`src/rtl/timer_mux_n.sv`:
```
// N-digit BCD up/down timer with prescaler and round-robin display scan.
// Optional `define LAP_HOLD_EN adds a lap input that freezes the displayed value.
module timer_mux_n #(
  parameter int CLK_DIV_INT = 5,
  parameter int N_DIGITS    = 2,
  parameter int MAX_COUNT   = 59,
  parameter int SCAN_DIV    = 1
) (
  input  logic                  clk,
  input  logic                  reset,
  input  logic                  pause,
  input  logic                  count_down,
  input  logic                  clear,
`ifdef LAP_HOLD_EN
  input  logic                  lap,
`endif
  output logic [4*N_DIGITS-1:0] digits_bcd,
  output logic [3:0]            muxed_digit,
  output logic [N_DIGITS-1:0]   digit_en,
  output logic                  tick,
  output logic                  wrap
);

  localparam int CW = 4 * N_DIGITS;
  localparam int PW = (CLK_DIV_INT > 1) ? $clog2(CLK_DIV_INT) : 1;
  localparam int SW = (SCAN_DIV > 1) ? $clog2(SCAN_DIV) : 1;
  localparam int IW = (N_DIGITS > 1) ? $clog2(N_DIGITS) : 1;

  function automatic logic [CW-1:0] to_bcd(input int value);
    logic [CW-1:0] r;
    int            rest;
    r    = '0;
    rest = value;
    for (int i = 0; i < N_DIGITS; i++) begin
      r[4*i +: 4] = 4'(rest % 10);
      rest        = rest / 10;
    end
    return r;
  endfunction

  localparam logic [CW-1:0] MAX_BCD = to_bcd(MAX_COUNT);

  logic [PW-1:0] presc_q, presc_d;
  logic [CW-1:0] count_q, count_d;
  logic          tick_q, tick_d;
  logic          wrap_q, wrap_d;
  logic [SW-1:0] scan_cnt_q, scan_cnt_d;
  logic [IW-1:0] idx_q, idx_d;
  logic [CW-1:0] cnt_inc, cnt_dec, disp;
  logic          inc_carry, dec_borrow;
  logic          tick_en, scan_step;

  assign tick_en   = !pause && (presc_q == PW'(CLK_DIV_INT - 1));
  assign scan_step = (scan_cnt_q == SW'(SCAN_DIV - 1));

  // Ripple decimal carry/borrow across the digits.
  always_comb begin
    cnt_inc    = count_q;
    cnt_dec    = count_q;
    inc_carry  = 1'b1;
    dec_borrow = 1'b1;
    for (int i = 0; i < N_DIGITS; i++) begin
      if (inc_carry) begin
        if (count_q[4*i +: 4] == 4'd9) begin
          cnt_inc[4*i +: 4] = 4'd0;
        end else begin
          cnt_inc[4*i +: 4] = count_q[4*i +: 4] + 4'd1;
          inc_carry         = 1'b0;
        end
      end
      if (dec_borrow) begin
        if (count_q[4*i +: 4] == 4'd0) begin
          cnt_dec[4*i +: 4] = 4'd9;
        end else begin
          cnt_dec[4*i +: 4] = count_q[4*i +: 4] - 4'd1;
          dec_borrow        = 1'b0;
        end
      end
    end
  end

  always_comb begin
    presc_d    = presc_q;
    count_d    = count_q;
    tick_d     = 1'b0;
    wrap_d     = 1'b0;
    scan_cnt_d = scan_step ? '0 : scan_cnt_q + SW'(1);
    idx_d      = idx_q;
    if (scan_step) begin
      idx_d = (idx_q == IW'(N_DIGITS - 1)) ? '0 : idx_q + IW'(1);
    end
    if (clear) begin
      presc_d = '0;
      count_d = '0;
    end else begin
      if (!pause) begin
        presc_d = tick_en ? '0 : presc_q + PW'(1);
      end
      if (tick_en) begin
        tick_d = 1'b1;
        if (count_down) begin
          if (count_q == '0) begin
            count_d = MAX_BCD;
            wrap_d  = 1'b1;
          end else begin
            count_d = cnt_dec;
          end
        end else if (count_q == MAX_BCD) begin
          count_d = '0;
          wrap_d  = 1'b1;
        end else begin
          count_d = cnt_inc;
        end
      end
    end
  end

  always_ff @(posedge clk or posedge reset) begin
    if (reset) begin
      presc_q    <= '0;
      count_q    <= '0;
      tick_q     <= 1'b0;
      wrap_q     <= 1'b0;
      scan_cnt_q <= '0;
      idx_q      <= '0;
    end else begin
      presc_q    <= presc_d;
      count_q    <= count_d;
      tick_q     <= tick_d;
      wrap_q     <= wrap_d;
      scan_cnt_q <= scan_cnt_d;
      idx_q      <= idx_d;
    end
  end

`ifdef LAP_HOLD_EN
  logic          lap_q, lap_d;
  logic [CW-1:0] hold_q, hold_d;

  // Capture on the sampled rising edge of lap; the registered lap selects the hold.
  always_comb begin
    lap_d  = lap;
    hold_d = hold_q;
    if (clear) begin
      hold_d = '0;
    end else if (lap && !lap_q) begin
      hold_d = count_q;
    end
  end

  always_ff @(posedge clk or posedge reset) begin
    if (reset) begin
      lap_q  <= 1'b0;
      hold_q <= '0;
    end else begin
      lap_q  <= lap_d;
      hold_q <= hold_d;
    end
  end

  assign disp = lap_q ? hold_q : count_q;
`else
  assign disp = count_q;
`endif

  always_comb begin
    muxed_digit = 4'd0;
    digit_en    = '0;
    for (int i = 0; i < N_DIGITS; i++) begin
      if (idx_q == IW'(i)) begin
        muxed_digit = disp[4*i +: 4];
        digit_en[i] = 1'b1;
      end
    end
  end

  assign digits_bcd = disp;
  assign tick       = tick_q;
  assign wrap       = wrap_q;

endmodule

```
`config.mk`:
```
export PLATFORM = sky130hd
export DESIGN_NAME = timer_mux_n
export DESIGN_NICKNAME = d
export VERILOG_FILES = /design/src/rtl/timer_mux_n.sv
export SDC_FILE = /design/constraint.sdc
export NUM_CORES = 1
export LEC_CHECK = 0
export ABC_AREA = 0
export BUFFER_PORTS_ARGS = -buffer_cell sky130_fd_sc_hd__clkbuf_2
export CAP_MARGIN = 20
export CORE_UTILIZATION = 40
export DETAILED_ROUTE_END_ITERATION = 10
export GPL_TIMING_DRIVEN = 1
export PLACE_DENSITY = 0.71
export SETUP_SLACK_MARGIN = 0.2
export SYNTH_ARGS = -nofsm -noshare
export SYNTH_HDL_FRONTEND = slang
export SYNTH_SLANG_ARGS = --single-unit
```
`constraint.sdc`:
```
create_clock -name clk -period 2.4 [get_ports clk]
set_input_delay 0 -clock clk [delete_from_list [all_inputs] [get_ports clk]]
set_output_delay 0 -clock clk [all_outputs]
set_load 0.01 [all_outputs]
```
==> flow_metrics.env, run 1 <==
export IMPL_layout_drive_gt1_share=0.190
export IMPL_cpPeakStageDelay_ns=0.49
export IMPL_area_delta_synth_final_pct=12.5
export IMPL_antenna_cells=0
export IMPL_synthCells=126
export IMPL_core_sq_mm=0.00250
export IMPL_required_ns=2.56
export IMPL_grt_use_total=0.202
export IMPL_synth_compound_area_frac=0.209
export IMPL_cts_made_buffers=3
export IMPL_setup_violations_final=0
export IMPL_hp_class="primary input to register"
export IMPL_fin_nets=154
export IMPL_pre_cts_ws_ns=0.505
export IMPL_path_cells="inv_1 > ha_1 > nor3b_1 > nor3_1 > o31ai_1 > o31ai_1"
export IMPL_num_vias=1008
export IMPL_ys_seq_area_frac=0.329
export IMPL_io_pins=21
export IMPL_layout_setup_ws_ns=0.414
export IMPL_cpMostUsedCell="o31ai_1"
export IMPL_cap_violations=0
export IMPL_cts_tree="yes"
export IMPL_place_area_sq_mm=0.00115
export IMPL_synth_nets=137
export IMPL_synthAdderAreaFrac=0.0705
export IMPL_r2r_start="digits_bcd[0]"
export IMPL_nFillCells=239
export IMPL_finalHoldViolCount=0
export IMPL_num_rows=18
export IMPL_reg2reg_setup_slack_ns=0.41
export IMPL_ir_worst_vdd_mv=0.286
export IMPL_multi_input_area_sq_um=626
export IMPL_synth_mux_area_frac=0.0200
export IMPL_max_freq_mhz=504
export IMPL_finalInstanceArea_sq_mm=0.00120
export IMPL_root_buffer="clkbuf_4"
export IMPL_grt_max_degree=15
export IMPL_wl_per_cell_um=15.0
export IMPL_rsz0062_at_grt="no"
export IMPL_synth_seq_cells=14
export IMPL_gr_total_overflow=0
export IMPL_dpl_hpwl_mm=1.73
export IMPL_synthSimpleGateAreaFrac=0.271
export IMPL_fp_dieH_um=53.6
export IMPL_grt_pass1_wl_mm=4.08
export IMPL_synthesis_area_sq_mm=0.00106
export IMPL_postSynthAreaPerCell_sq_um=8.45
export IMPL_synth_edf_count=0
export IMPL_grt_pass1_vias=841
export IMPL_port_buffers=20
export IMPL_fin_crit_ns=1.99
export IMPL_dp_cells=167
export IMPL_p_total_mw=0.536
export IMPL_min_path_cells=3
export IMPL_final_antenna_net_count=0
export IMPL_synth_distinct_cells=40
export IMPL_synth_top_family_by_area="simple AND/OR/NAND/NOR gates"
export IMPL_clkSinkCount=14
export IMPL_final_core_util=0.479
export IMPL_drc=0
export IMPL_antenna_found_initial=0
export IMPL_initialDrtViolationCount=50
export IMPL_worst_setup_path_end_kind="register"
export IMPL_powerDensity_mw_per_mm2=448
export IMPL_first_pass_iters=4
export IMPL_cp_slowest_cell="dfrtp_1"
export IMPL_clock_skew_ns=0.00214
export IMPL_crit_fanout=9
export IMPL_whs_endpoint="presc_q[1]"
export IMPL_rr_worst_depth=6
export IMPL_synthFlopType="dfrtp_1"
export IMPL_whs_ns=0.0634
export IMPL_critPathKind="register to register"
export IMPL_cts_buffer_depth=2
export IMPL_status="finished, final reports clean"
export IMPL_worst_setup_path_start_kind="register"
export IMPL_leakagePower_nw=0.571
export IMPL_rr_endpoint="digits_bcd[2]"
export IMPL_relSlewSlack=0.646
export IMPL_viasPerCell=5.86
export IMPL_slew_viol_final=0
export IMPL_async_flop_share=1.00
export IMPL_gp_congestion=0.874
export IMPL_die_width_um=53.6
export IMPL_initial_utilization=0.426
export IMPL_htreeDepth=1
export IMPL_regArea_sq_um=350
export IMPL_setup_tns_final_ns=0
export IMPL_holdCritStartpoint="pause"
export IMPL_clk_insertion_delay_late_ns=0.28
export IMPL_worst_pin_slew_ns=0.531
export IMPL_cp_arrival_ns=2.14
export IMPL_cts_clk_slew_worst_paths_ns=0.09
export IMPL_synth_xor_area_share=0.0165
export IMPL_wl_mm=2.58
export IMPL_synth_warnings=0
export IMPL_finalCritPeriodShare=0.827
export IMPL_dieArea_sq_mm=0.00287
export IMPL_layout_cells_non_filler=172
sequential cells by signal, indices dropped and copies added, names as in the netlist:
| register | count |
|---|---|
| idx_q | 1 |
| digits_bcd | 8 |
| presc_q | 3 |
| tick | 1 |
| wrap | 1 |
cells in the final DEF, fill, tap and decap left out, drive strengths merged, types with 3 or more instances in the layout:
cell type / count
a31oi: 3
inv: 10
nor3: 5
ha: 6
clkbuf: 24
nand2: 8
o21ai: 13
dfrtp: 14
nand3b: 5
nor2: 12
nor2b: 4
a21oi: 5
how the worst max path moves through the flow:
stage,endpoint,cells after the start,slack [ns],from
floorplan,digits_bcd[5],6,0.66,digits_bcd[0]
global placement,digits_bcd[5],6,0.52,digits_bcd[0]
detailed placement,digits_bcd[5],6,0.50,digits_bcd[0]
CTS,digits_bcd[5],6,0.45,digits_bcd[0]
global route,digits_bcd[2],6,0.20,digits_bcd[0]
finish,digits_bcd[2],6,0.41,digits_bcd[0]
report_power, final:
group          leakage [nW]  internal [mW]  switching, mW  total, mW
clock network        0.0210         0.0923         0.0769      0.169
registers             0.185          0.245         0.0196      0.264
logic                 0.365         0.0409         0.0615      0.102
total                 0.571          0.378          0.158      0.536
timing repair:
action,in CTS,in global routing
setup buffers,0,0
hold endpoints to repair,14,0
hold buffers,1,0
resized for setup,0,0
area by class of cell:
type	instances	share of cell area
inverter	10	0.0313
sequential	14	0.293
timing repair buffer	21	0.0920
clock buffer	4	0.0303
multi-input combinational	93	0.522
tap	30	0.0313
synthesized netlist by cell type, types with 2 or more instances:
cell type   n  share of area
dfrtp_1    14           0.33
o21ai_0    13          0.061
nor2_1     12          0.042
inv_1      10          0.035
nand2_1     8          0.028
ha_1        6          0.071
a21oi_1     5          0.023
nor3_1      5          0.023
clkbuf_1    4          0.014
nor2b_1     4          0.023
a31oi_1     3          0.018
nand3b_1    3          0.021
a211o_1     2          0.016
a21o_1      2          0.014
and3b_1     2          0.016
buf_4       2          0.014
nand3_1     2         0.0094
nand3b_4    2          0.038
nand4b_1    2          0.016
nor3b_1     2          0.014
nor4_1      2          0.012
o211ai_1    2          0.014
o31ai_1     2          0.014
logic make-up after synthesis:
family,after synthesis
muxes,2
xor gates and xnor gates,2
DFF,14
buffers and inverters,19
adders and majority gates,6
AOI/OAI and AO/OA,35
and+or+nand+nor,48
worst max-delay path: cells and delay by family (launching register included):
family | cells | cell delay, ns
compound gates | 2 | 0.34
fa+ha+maj | 1 | 0.31
buf+inv | 1 | 0.17
flops | 1 | 0.49
simple gates | 2 | 0.55
routing by layer:
layer,vias to the layer above,GRT usage,share of wire
met5,-,0,0
met2,62,0.308,0.48
li1,476,-,-
met1,468,0.274,0.41
met3,2,0.0593,0.10
met4,0,0.0570,0.0050
No activity file was read; power rests on OpenSTA's default activity.
==> run 2, diff against run 1 <==
- clock period: 2.4 -> 2.1 ns (I/O delays scaled with it)
==> run 2 against run 1 <==
- setup slack got worse by 0.13 ns
- critical path depth did not move
- count of clock-buffer cells in the layout did not move
- critical path type unchanged
- largest power group unchanged
==> flow_metrics.env, run 2 (synthesis results as in run 1) <==
export IMPL_status="finished, final reports clean"
export IMPL_clk_insertion_delay_late_ns=0.29
export IMPL_grt_use_total=0.197
export IMPL_wl_per_cell_um=14.8
export IMPL_setup_tns_final_ns=0
export IMPL_layout_drive_gt1_share=0.246
export IMPL_rsz0062_at_grt="no"
export IMPL_antenna_cells=0
export IMPL_cp_arrival_ns=2.03
export IMPL_clock_skew_ns=0.00250
export IMPL_htreeDepth=1
export IMPL_first_pass_iters=4
export IMPL_cts_clk_slew_worst_paths_ns=0.09
export IMPL_crit_fanout=7
export IMPL_root_buffer="clkbuf_4"
export IMPL_antenna_found_initial=0
export IMPL_port_buffers=20
export IMPL_gr_total_overflow=0
export IMPL_cts_tree="yes"
export IMPL_cap_violations=0
export IMPL_setup_violations_final=0
export IMPL_initial_utilization=0.426
export IMPL_largest_reg_flops=8
export IMPL_initialDrtViolationCount=43
export IMPL_area_delta_synth_final_pct=14.8
export IMPL_finalCritPeriodShare=0.864
export IMPL_cts_made_buffers=3
export IMPL_finalInstanceArea_sq_mm=0.00122
export IMPL_viasPerCell=5.76
export IMPL_io_pins=21
export IMPL_required_ns=2.32
export IMPL_worst_setup_path_end_kind="register"
export IMPL_post_cts_buffers=0
export IMPL_fp_dieH_um=53.6
export IMPL_num_rows=18
export IMPL_leakagePower_nw=0.572
export IMPL_layout_common_cells="clkbuf_2 (20), o21ai_0 (13), nor2_1 (12), dfrtp_1 (12)"
export IMPL_fin_crit_ns=1.81
export IMPL_relSlewSlack=0.650
export IMPL_clkSinkCount=14
export IMPL_fin_nets=154
export IMPL_cts_buffer_depth=2
export IMPL_core_sq_mm=0.00250
export IMPL_p_total_mw=0.623
export IMPL_finalHoldViolCount=0
export IMPL_dpl_hpwl_mm=1.74
export IMPL_final_core_util=0.489
export IMPL_hp_class="primary input to register"
export IMPL_grt_pass1_wl_mm=4.06
export IMPL_worst_pin_slew_ns=0.524
export IMPL_grt_pass1_vias=798
export IMPL_max_freq_mhz=551
export IMPL_gp_congestion=0.874
export IMPL_num_vias=990
export IMPL_layout_cells_non_filler=172
export IMPL_worst_setup_path_start_kind="register"
export IMPL_dieArea_sq_mm=0.00287
export IMPL_drc=0
export IMPL_wl_mm=2.55
export IMPL_grt_max_degree=15
export IMPL_mostFrequentLayoutCell="clkbuf_2"
export IMPL_ir_worst_vdd_mv=0.336
export IMPL_die_width_um=53.6
export IMPL_powerDensity_mw_per_mm2=509
export IMPL_slew_viol_final=0
export IMPL_final_antenna_net_count=0
export IMPL_place_area_sq_mm=0.00115
export IMPL_dp_cells=167
export IMPL_critPathKind="register to register"
## run 2: cell types whose count changed in the layout (fill, tap and decap cells not counted), moves of 2 or more
cell     before  now
inv_1        10    8
dfrtp_2       0    2
inv_2         0    2
dfrtp_1      14   12
## run 2: timing repair
item	4_1_cts	5_1_grt
hold buffers	1	0
resized for setup	1	7
pin swaps	0	0
setup endpoints to repair	3	6
hold endpoints to repair	14	0
cloned	0	0
## run 2: stage by stage
stage,setup WS (ns),hold slack [ns]
4_1_cts,0.211,0.0520
3_5_place_dp,0.209,0.0504
6_report,0.286,0.0474
2_1_floorplan,0.359,-0.111
3_3_place_gp,0.217,0.0501
5_1_grt,0.210,0.0892
## run 2: routing by layer
layer	track usage	vias to the layer above	wire length, um
met5	0	-	0
met4	0.0526	0	24
met3	0.0480	4	195
met2	0.296	42	1200
met1	0.277	471	1130
li1	-	473	-
## run 2: layout make-up
| type | count | area (sq um) |
|---|---|---|
| clock buffer | 4 | 36.3 |
| fill | 232 | 1280 |
| inverter | 10 | 37.5 |
| multi-input combinational | 93 | 648 |
| sequential | 14 | 353 |
| tap | 30 | 37.5 |
| timing repair buffer | 21 | 110 |
## run 2: worst max-delay path, cell delays in order (launching register included)
cell and delay (ns):
dfrtp_2 0.46, inv_2 0.10, ha_1 0.22, nand3b_1 0.13
a211o_4 0.40, a311o_1 0.32, a21oi_1 0.12
## run 2: worst paths after layout
path	startpoint	depth (start not counted)	slack, ns	to
worst max-delay path	digits_bcd[1]	6	0.29	digits_bcd[5]
worst min-delay path	pause	3	0.05	presc_q[1]
worst max register to register	digits_bcd[1]	6	0.29	digits_bcd[5]
worst min register to register	presc_q[1]	2	0.57	presc_q[1]
max in group asynchronous	reset	3	1.46	digits_bcd[1]
min in group asynchronous	reset	3	0.27	digits_bcd[7]
## run 2: power breakdown
| group | switching (mW) | total (mW) | internal, mW |
|---|---|---|---|
| Clock | 0.0934 | 0.199 | 0.106 |
| Combinational | 0.0705 | 0.119 | 0.0486 |
| Sequential | 0.0244 | 0.305 | 0.280 |
